===== src/rtl/rle_symbol_serializer.sv =====
// RLE symbol serializer: takes one packed RLE block per handshake and streams its
// symbols (slot 0 first) one per cycle, stopping at the EOB code or at the last slot.
module rle_symbol_serializer #(
   parameter int unsigned SYM_W = 14,
   parameter int unsigned NSYM  = 64,
   parameter logic [SYM_W-1:0] EOB = {SYM_W{1'b1}}
) (
   input  logic                          clk,
   input  logic                          reset,
   input  logic [SYM_W*NSYM-1:0]         blk_data,
   input  logic                          blk_valid,
   output logic                          blk_ready,
   output logic                          blk_drop,
   output logic [SYM_W-1:0]              sym_data,
   output logic                          sym_valid,
   input  logic                          sym_ready,
   output logic                          sym_last,
   output logic                          blk_done,
   output logic [$clog2(NSYM):0]         blk_nsym
);

   localparam int unsigned BLK_W = SYM_W * NSYM;
   localparam int unsigned IDX_W = $clog2(NSYM);
   localparam int unsigned CNT_W = IDX_W + 1;
   localparam logic [IDX_W-1:0] IDX_LAST = IDX_W'(NSYM - 1);

   typedef enum logic [0:0] {StIdle, StEmit} state_e;

   state_e             state_q, state_d;
   logic [BLK_W-1:0]   buf_q, buf_d;
   logic [IDX_W-1:0]   idx_q, idx_d;
   logic [CNT_W-1:0]   nsym_q, nsym_d;
   logic               done_q, done_d;
   logic               drop_q, drop_d;
   logic               sym_hs;

   // Output decode: symbol comes straight from the registered buffer head.
   always_comb begin
      sym_valid = (state_q == StEmit);
      sym_data  = buf_q[BLK_W-1 -: SYM_W];
      sym_last  = sym_valid && ((sym_data == EOB) || (idx_q == IDX_LAST));
      sym_hs    = sym_valid & sym_ready;
      // Ready again only in the cycle the final symbol leaves, allowing back-to-back blocks.
      blk_ready = ~sym_valid | (sym_ready & sym_last);
      blk_drop  = drop_q;
      blk_done  = done_q;
      blk_nsym  = nsym_q;
   end

   // Next-state: load, shift on handshake, finish block (optionally reloading).
   always_comb begin
      state_d = state_q;
      buf_d   = buf_q;
      idx_d   = idx_q;
      nsym_d  = nsym_q;
      done_d  = 1'b0;
      drop_d  = blk_valid & ~blk_ready;
      unique case (state_q)
         StIdle: begin
            if (blk_valid) begin
               buf_d   = blk_data;
               idx_d   = '0;
               state_d = StEmit;
            end
         end
         StEmit: begin
            if (sym_hs) begin
               if (sym_last) begin
                  done_d = 1'b1;
                  nsym_d = CNT_W'(idx_q) + CNT_W'(1);
                  if (blk_valid) begin
                     buf_d = blk_data;
                     idx_d = '0;
                  end else begin
                     state_d = StIdle;
                  end
               end else begin
                  buf_d = {buf_q[BLK_W-SYM_W-1:0], {SYM_W{1'b0}}};
                  idx_d = idx_q + IDX_W'(1);
               end
            end
         end
         default: state_d = StIdle;
      endcase
   end

   // State registers with synchronous active-low reset.
   always_ff @(posedge clk) begin
      if (!reset) begin
         state_q <= StIdle;
         buf_q   <= '0;
         idx_q   <= '0;
         nsym_q  <= '0;
         done_q  <= 1'b0;
         drop_q  <= 1'b0;
      end else begin
         state_q <= state_d;
         buf_q   <= buf_d;
         idx_q   <= idx_d;
         nsym_q  <= nsym_d;
         done_q  <= done_d;
         drop_q  <= drop_d;
      end
   end

endmodule

===== config.mk =====
export PLATFORM = sky130hd
export DESIGN_NAME = rle_symbol_serializer
export DESIGN_NICKNAME = d
export VERILOG_FILES = /design/src/rtl/rle_symbol_serializer.sv
export SDC_FILE = /design/constraint.sdc
export NUM_CORES = 2
export LEC_CHECK = 0
export CORE_AREA = 8 8 355 357
export CTS_CLUSTER_DIAMETER = 200
export DETAILED_ROUTE_END_ITERATION = 8
export DIE_AREA = 0 0 363 365
export PLACE_DENSITY_LB_ADDON = 0.08
export SETUP_SLACK_MARGIN = 0.4
export SYNTH_ARGS = -nofsm -noshare
export SYNTH_HDL_FRONTEND = slang
export SYNTH_SLANG_ARGS = --single-unit

===== constraint.sdc =====
create_clock -name clk -period 2.85 [get_ports clk]
set_input_delay 0.285 -clock clk [delete_from_list [all_inputs] [get_ports clk]]
set_output_delay 0.285 -clock clk [all_outputs]
set_load 0.01 [all_outputs]

---- After elaboration in Yosys (flattened, before gate mapping) ----
Index checks and enable logic that the tools add are counted.
word-level totals
  word-level logic and storage cells ...... 34
  flip-flop bits (word level) ............. 912
  input port bits ......................... 900
operators by class
  reduce and logical (&&, ||, !) cells .... 4
  mux-type cells .......................... 13
  bitwise logic cells ..................... 6
  eq/ne operators ......................... 3
  add/subtract/negate cells ............... 2
operators with widths
  operator                                               number
  two-way mux 896 bit                                    3
  case mux 896 bit (2 select lines)                      1
  two-way mux 6 bit                                      3
  == test 14 bit, second input constant                  1
  case mux 6 bit (2 select lines)                        1
  adder 6 x 1 -> 7 bit, second input constant            1
  adder 6 x 1 -> 6 bit, second input constant            1
  == test 6 bit, second input constant                   1
  AND reduction 3 bit                                    2
  two-way mux 1 bit                                      4
  AND 1 bit                                              3
  inequality test 2 x 1 -> 1 bit, second input constant  1
  NOT 1 bit                                              2
  case mux 1 bit (2 select lines)                        1
  logical AND 1 bit                                      1
  logical OR 1 bit                                       1
  OR 1 bit                                               1

---- Longest topological paths before layout ----
  depth after elaboration ................. 7
  depth in mapped cells ................... 9
  gate-level depth less buffers ........... 6

---- Worst setup path after synthesis ----
OpenSTA, ideal clock, no wires.
  path kind ............................... reg-to-reg
  start ................................... register idx_q[0]
  end ..................................... register buf_q[746]
  library setup time ...................... 0.122 ns
  data required time ...................... 2.728 ns
  data arrival time ....................... 2.107 ns
  buffers on the path ..................... 2
  cell stages (with the launch flop) ...... 9
  path slack .............................. 0.622 ns
  cell sequence ........................... dfxtp_1 > ha_1 > nand3_1 > nor2_1 > o31ai_2 > nor2_2 > clkbuf_1 > buf_2 > a221o_1
on the way
  cells in the longest elaborated chain, start to end .. 6
ends and longest elaborated chain
  item                               line  RTL
  start: declaration                 31    logic [IDX_W-1:0] idx_q, idx_d;
  start signal: assignment           99    idx_q <= idx_d;
  == test 6 bit                      41    sym_last = sym_valid && ((sym_data == EOB) || (idx_q == IDX_LAST));
  logical OR 1 bit                   41
  logical AND 1 bit                  41
  two-way mux 896 bit                68    if (sym_last) begin
  two-way mux 896 bit                67    if (sym_hs) begin
  case mux 896 bit (2 select lines)  58    unique case (state_q)
  end signal: assignment             98    buf_q <= buf_d;
  end: declaration                   30    logic [BLK_W-1:0] buf_q, buf_d;
Every way passes these cells. The select of a mux whose other input is x is not followed.
A chain may end at the register's enable or synchronous reset.

---- Worst setup path after layout ----
  start ................................... register buf_q[884]
  end ..................................... output blk_ready
on the way
  cells in the longest elaborated chain, start to end .. 5
ends and longest elaborated chain
  item               line  RTL
  == test 14 bit     41
  logical OR 1 bit   41
  logical AND 1 bit  41
  AND 1 bit          44    blk_ready = ~sym_valid | (sym_ready & sym_last);
  OR 1 bit           44
  end: declaration   12    output logic blk_ready,
Every way passes these cells.

==> flow_summary.ini <==
[outcome]
outcome = finished clean

[floorplan]
initial_core_util_pct = 30.0
dieArea_mm2 = 0.132
die_w_um = 363
fp.dieH_um = 365
core_mm2 = 0.121
num_rows = 128
ios = 926

[routing]
vias = 35400
routed-wl-met3_um = 12800
antenna_left = 0
wl_met1_um = 76000
viasPerCell = 5.41
dr.pass1.iters = 5
wl_um = 183000
drc_errors = 0
post_drt_wl_per_cell_um = 27.9
drtIter0Drc = 2616
wl_met2_um = 87600
dr.max_layer_used = met5

[power]
p_leak_nw = 21.5
p_sw_mw = 8.51
p_int_mw = 24.3
power_frac_comb_pct = 13.7
finalPower_mw = 32.8
power_frac_seq_pct = 42.9
pwr-share-clk_pct = 43.4
power_density_mw_per_mm2 = 621
peakVddDrop_uv = 587
p_sw_share_pct = 25.9

[cells_and_area]
ff_latch_area_mm2 = 0.0183
nets = 5691
n_fill_cell = 11800
syn_to_final_growth_pct = 46.2
multi_input_area_mm2 = 0.0161
layout-drive-gt1-share_pct = 8.84

[setup_path]
startpoint = buf_q[884]$_SDFFE_PN0P_
r2r-start = buf_q[884]$_SDFFE_PN0P_
cp-end-kind = primary output
cp_data_arrival_time_ns = 2.23
path_class = reg2out
crit_end = blk_ready
critPathLaunchType = register
cp_max_fo = 3
worstPathRequired_ns = 2.57
r2r_slack_ns = 0.35
regToRegEndpoint = buf_q[194]$_SDFFE_PN0P_
r2r_cells = 11

[synth]
synthFlopType = dfxtp_1
synthesis.area_mm2 = 0.0362
syn_avg_cell_area_um2 = 9.15
seq_area_frac_synth_pct = 50.5
synth-seq-cells = 912
synth_edf_count = 0
synthCells = 3951
yosysUniqueCellTypes = 42
ys_async_sr_fraction_pct = 0
synth_nets = 4852
ys.warnings.count = 0

[min_path]
hold_path.class = in2reg
holdPathStages = 3

[place]
dp_hpwl_um = 125000
routabilityCongestion = 0.846
portBuffers = 925

[clocking]
htree_levels = 3
clk_pin_slew_worst_paths_ns = 0.06
clock_path_buffers = 3
cts_sinks = 912
clk_latency_ns = 0.69
numCtsBuffers = 107
tritoncts = done
root_buffer = clkbuf_16

[global_routing]
antenna_found_initial = 72
grt_max_degree = 163
grt-ovfl-total = 0
grt_use_total_pct = 25.2
grt_pass1_vias = 34800
grt_pass1_wl_um = 251000

[sta]
maxSlewViolCount = 0
setup_viol = 0
clock_skew_ns = 0.0248
fin_setup_tns_ns = 0
fmax_mhz = 397
min_period_ns = 2.52
tightest_slew_ns = 1.13
slew_headroom_pct = 24.5
finalHoldViolations = 0
rsz0062_at_grt = true
final.period_utilization_pct = 88.4

[run]
drv_cap = 0
## kinds of logic after synthesis
family          Yosys count  synth area share (%)
compound gates         1080                  25.4
buf+inv                 464                  5.47
xor+xnor                  3                0.0727
mux                      59                  1.64
flops                   912                  50.5
fa+ha+maj                 1                0.0346
simple gates           1432                  16.9
## worst min path at each step
stage / from / end / slack [ns]
2_1_floorplan: blk_data[149] / buf_q[149]$_SDFFE_PN0P_ / 0.40
3_3_place_gp: buf_q[134]$_SDFFE_PN0P_ / buf_q[134]$_SDFFE_PN0P_ / 0.42
3_5_place_dp: buf_q[111]$_SDFFE_PN0P_ / buf_q[111]$_SDFFE_PN0P_ / 0.43
4_1_cts: reset / buf_q[555]$_SDFFE_PN0P_ / 0.01
5_1_grt: reset / buf_q[469]$_SDFFE_PN0P_ / 0.07
6_report: reset / buf_q[555]$_SDFFE_PN0P_ / 0.07
## registers in the layout, summed over array words and instances (netlist names)
register,count
blk_drop,1
blk_done,1
blk_nsym,7
idx_q,6
sym_valid,1
buf_q,896
## cells in the final DEF (no fill, tap or decap), types with 90 or more instances in the layout
cell	count
clkdlybuf4s50_1	921
and3_1	90
nor2_1	173
and2_1	180
clkbuf_16	127
a32oi_1	448
dfxtp_1	905
a221o_1	287
buf_4	95
a21oi_1	110
nand2_1	966
## synthesized netlist by cell type (3+ instances only)
cell type	number	area (µm²)
o221ai_1	81	709
buf_4	31	233
a32oi_1	455	3990
a221o_1	287	2870
o21ai_0	56	280
nand2_1	969	3640
a21o_1	3	22.5
inv_1	57	214
nand4_1	3	18.8
and3_1	91	569
mux2i_1	58	581
clkbuf_1	269	1010
a21oi_1	112	561
o2bb2ai_1	55	482
buf_2	95	475
a22o_1	10	87.6
xnor2_1	3	26.3
a22oi_1	9	67.6
and2_1	180	1130
nor2_1	176	661
buf_1	11	41.3
dfxtp_1	912	18300
nand3_1	4	20.0
a211oi_1	4	30.0
## layout make-up
| cell class | instances | share of cell area (%) |
|---|---|---|
| diodes | 45 | 0.213 |
| flip-flops and latches | 912 | 34.6 |
| inverters | 58 | 0.412 |
| multi-input cells | 2575 | 30.5 |
| clock inverters | 28 | 0.599 |
| repair buffers | 1136 | 23.6 |
| well taps | 1625 | 3.85 |
| clock buffers | 169 | 6.31 |
## routing by layer
metal | global-route usage (%) | vias to the layer above
li1 | - | 16400
met1 | 31.8 | 17400
met2 | 42.1 | 1368
met3 | 5.76 | 280
met4 | 9.47 | 36
met5 | 0 | -
## power groups by stage
stage	Sequential (mW)	Clock [mW]	Combinational [mW]
6_report	14.1	14.2	4.49
5_1_grt	14.1	15.1	4.75
4_1_cts	14.0	14.5	4.29
3_5_place_dp	14.3	0	4.14
3_3_place_gp	14.3	0	4.12
2_1_floorplan	14.1	0	1.72
## metrics by stage
step	area (µm²)	utilization (%)	cells	worst slack (ns)	hold WS, ns
after floorplan	36200	-	3951	0.622	0.402
after global routing	52800	43.8	6530	0.246	0.0698
after global placement	47800	39.6	6247	0.240	0.424
after detailed placement	47800	39.6	6247	0.226	0.428
after CTS	51900	43.0	6468	0.217	0.0142
final	52800	43.8	6548	0.330	0.0725
## repair_timing
action / CTS / global route
resized for setup: 37 / 42
gates cloned: 7 / 25
endpoints found under the setup margin: 32 / 696
setup buffers: 16 / 10
hold buffers: 1 / 0
hold endpoints to repair: 2 / 0
pin swaps: 6 / 3
## worst max-delay path, cell delays in order (launching register included)
cell and delay [ns]:
dfxtp_2 0.34, nand4_1 0.15, or4_4 0.56, buf_6 0.15, nand2_2 0.06, a21o_1 0.15, buf_6 0.14
No activity file was read; power rests on OpenSTA's default activity.
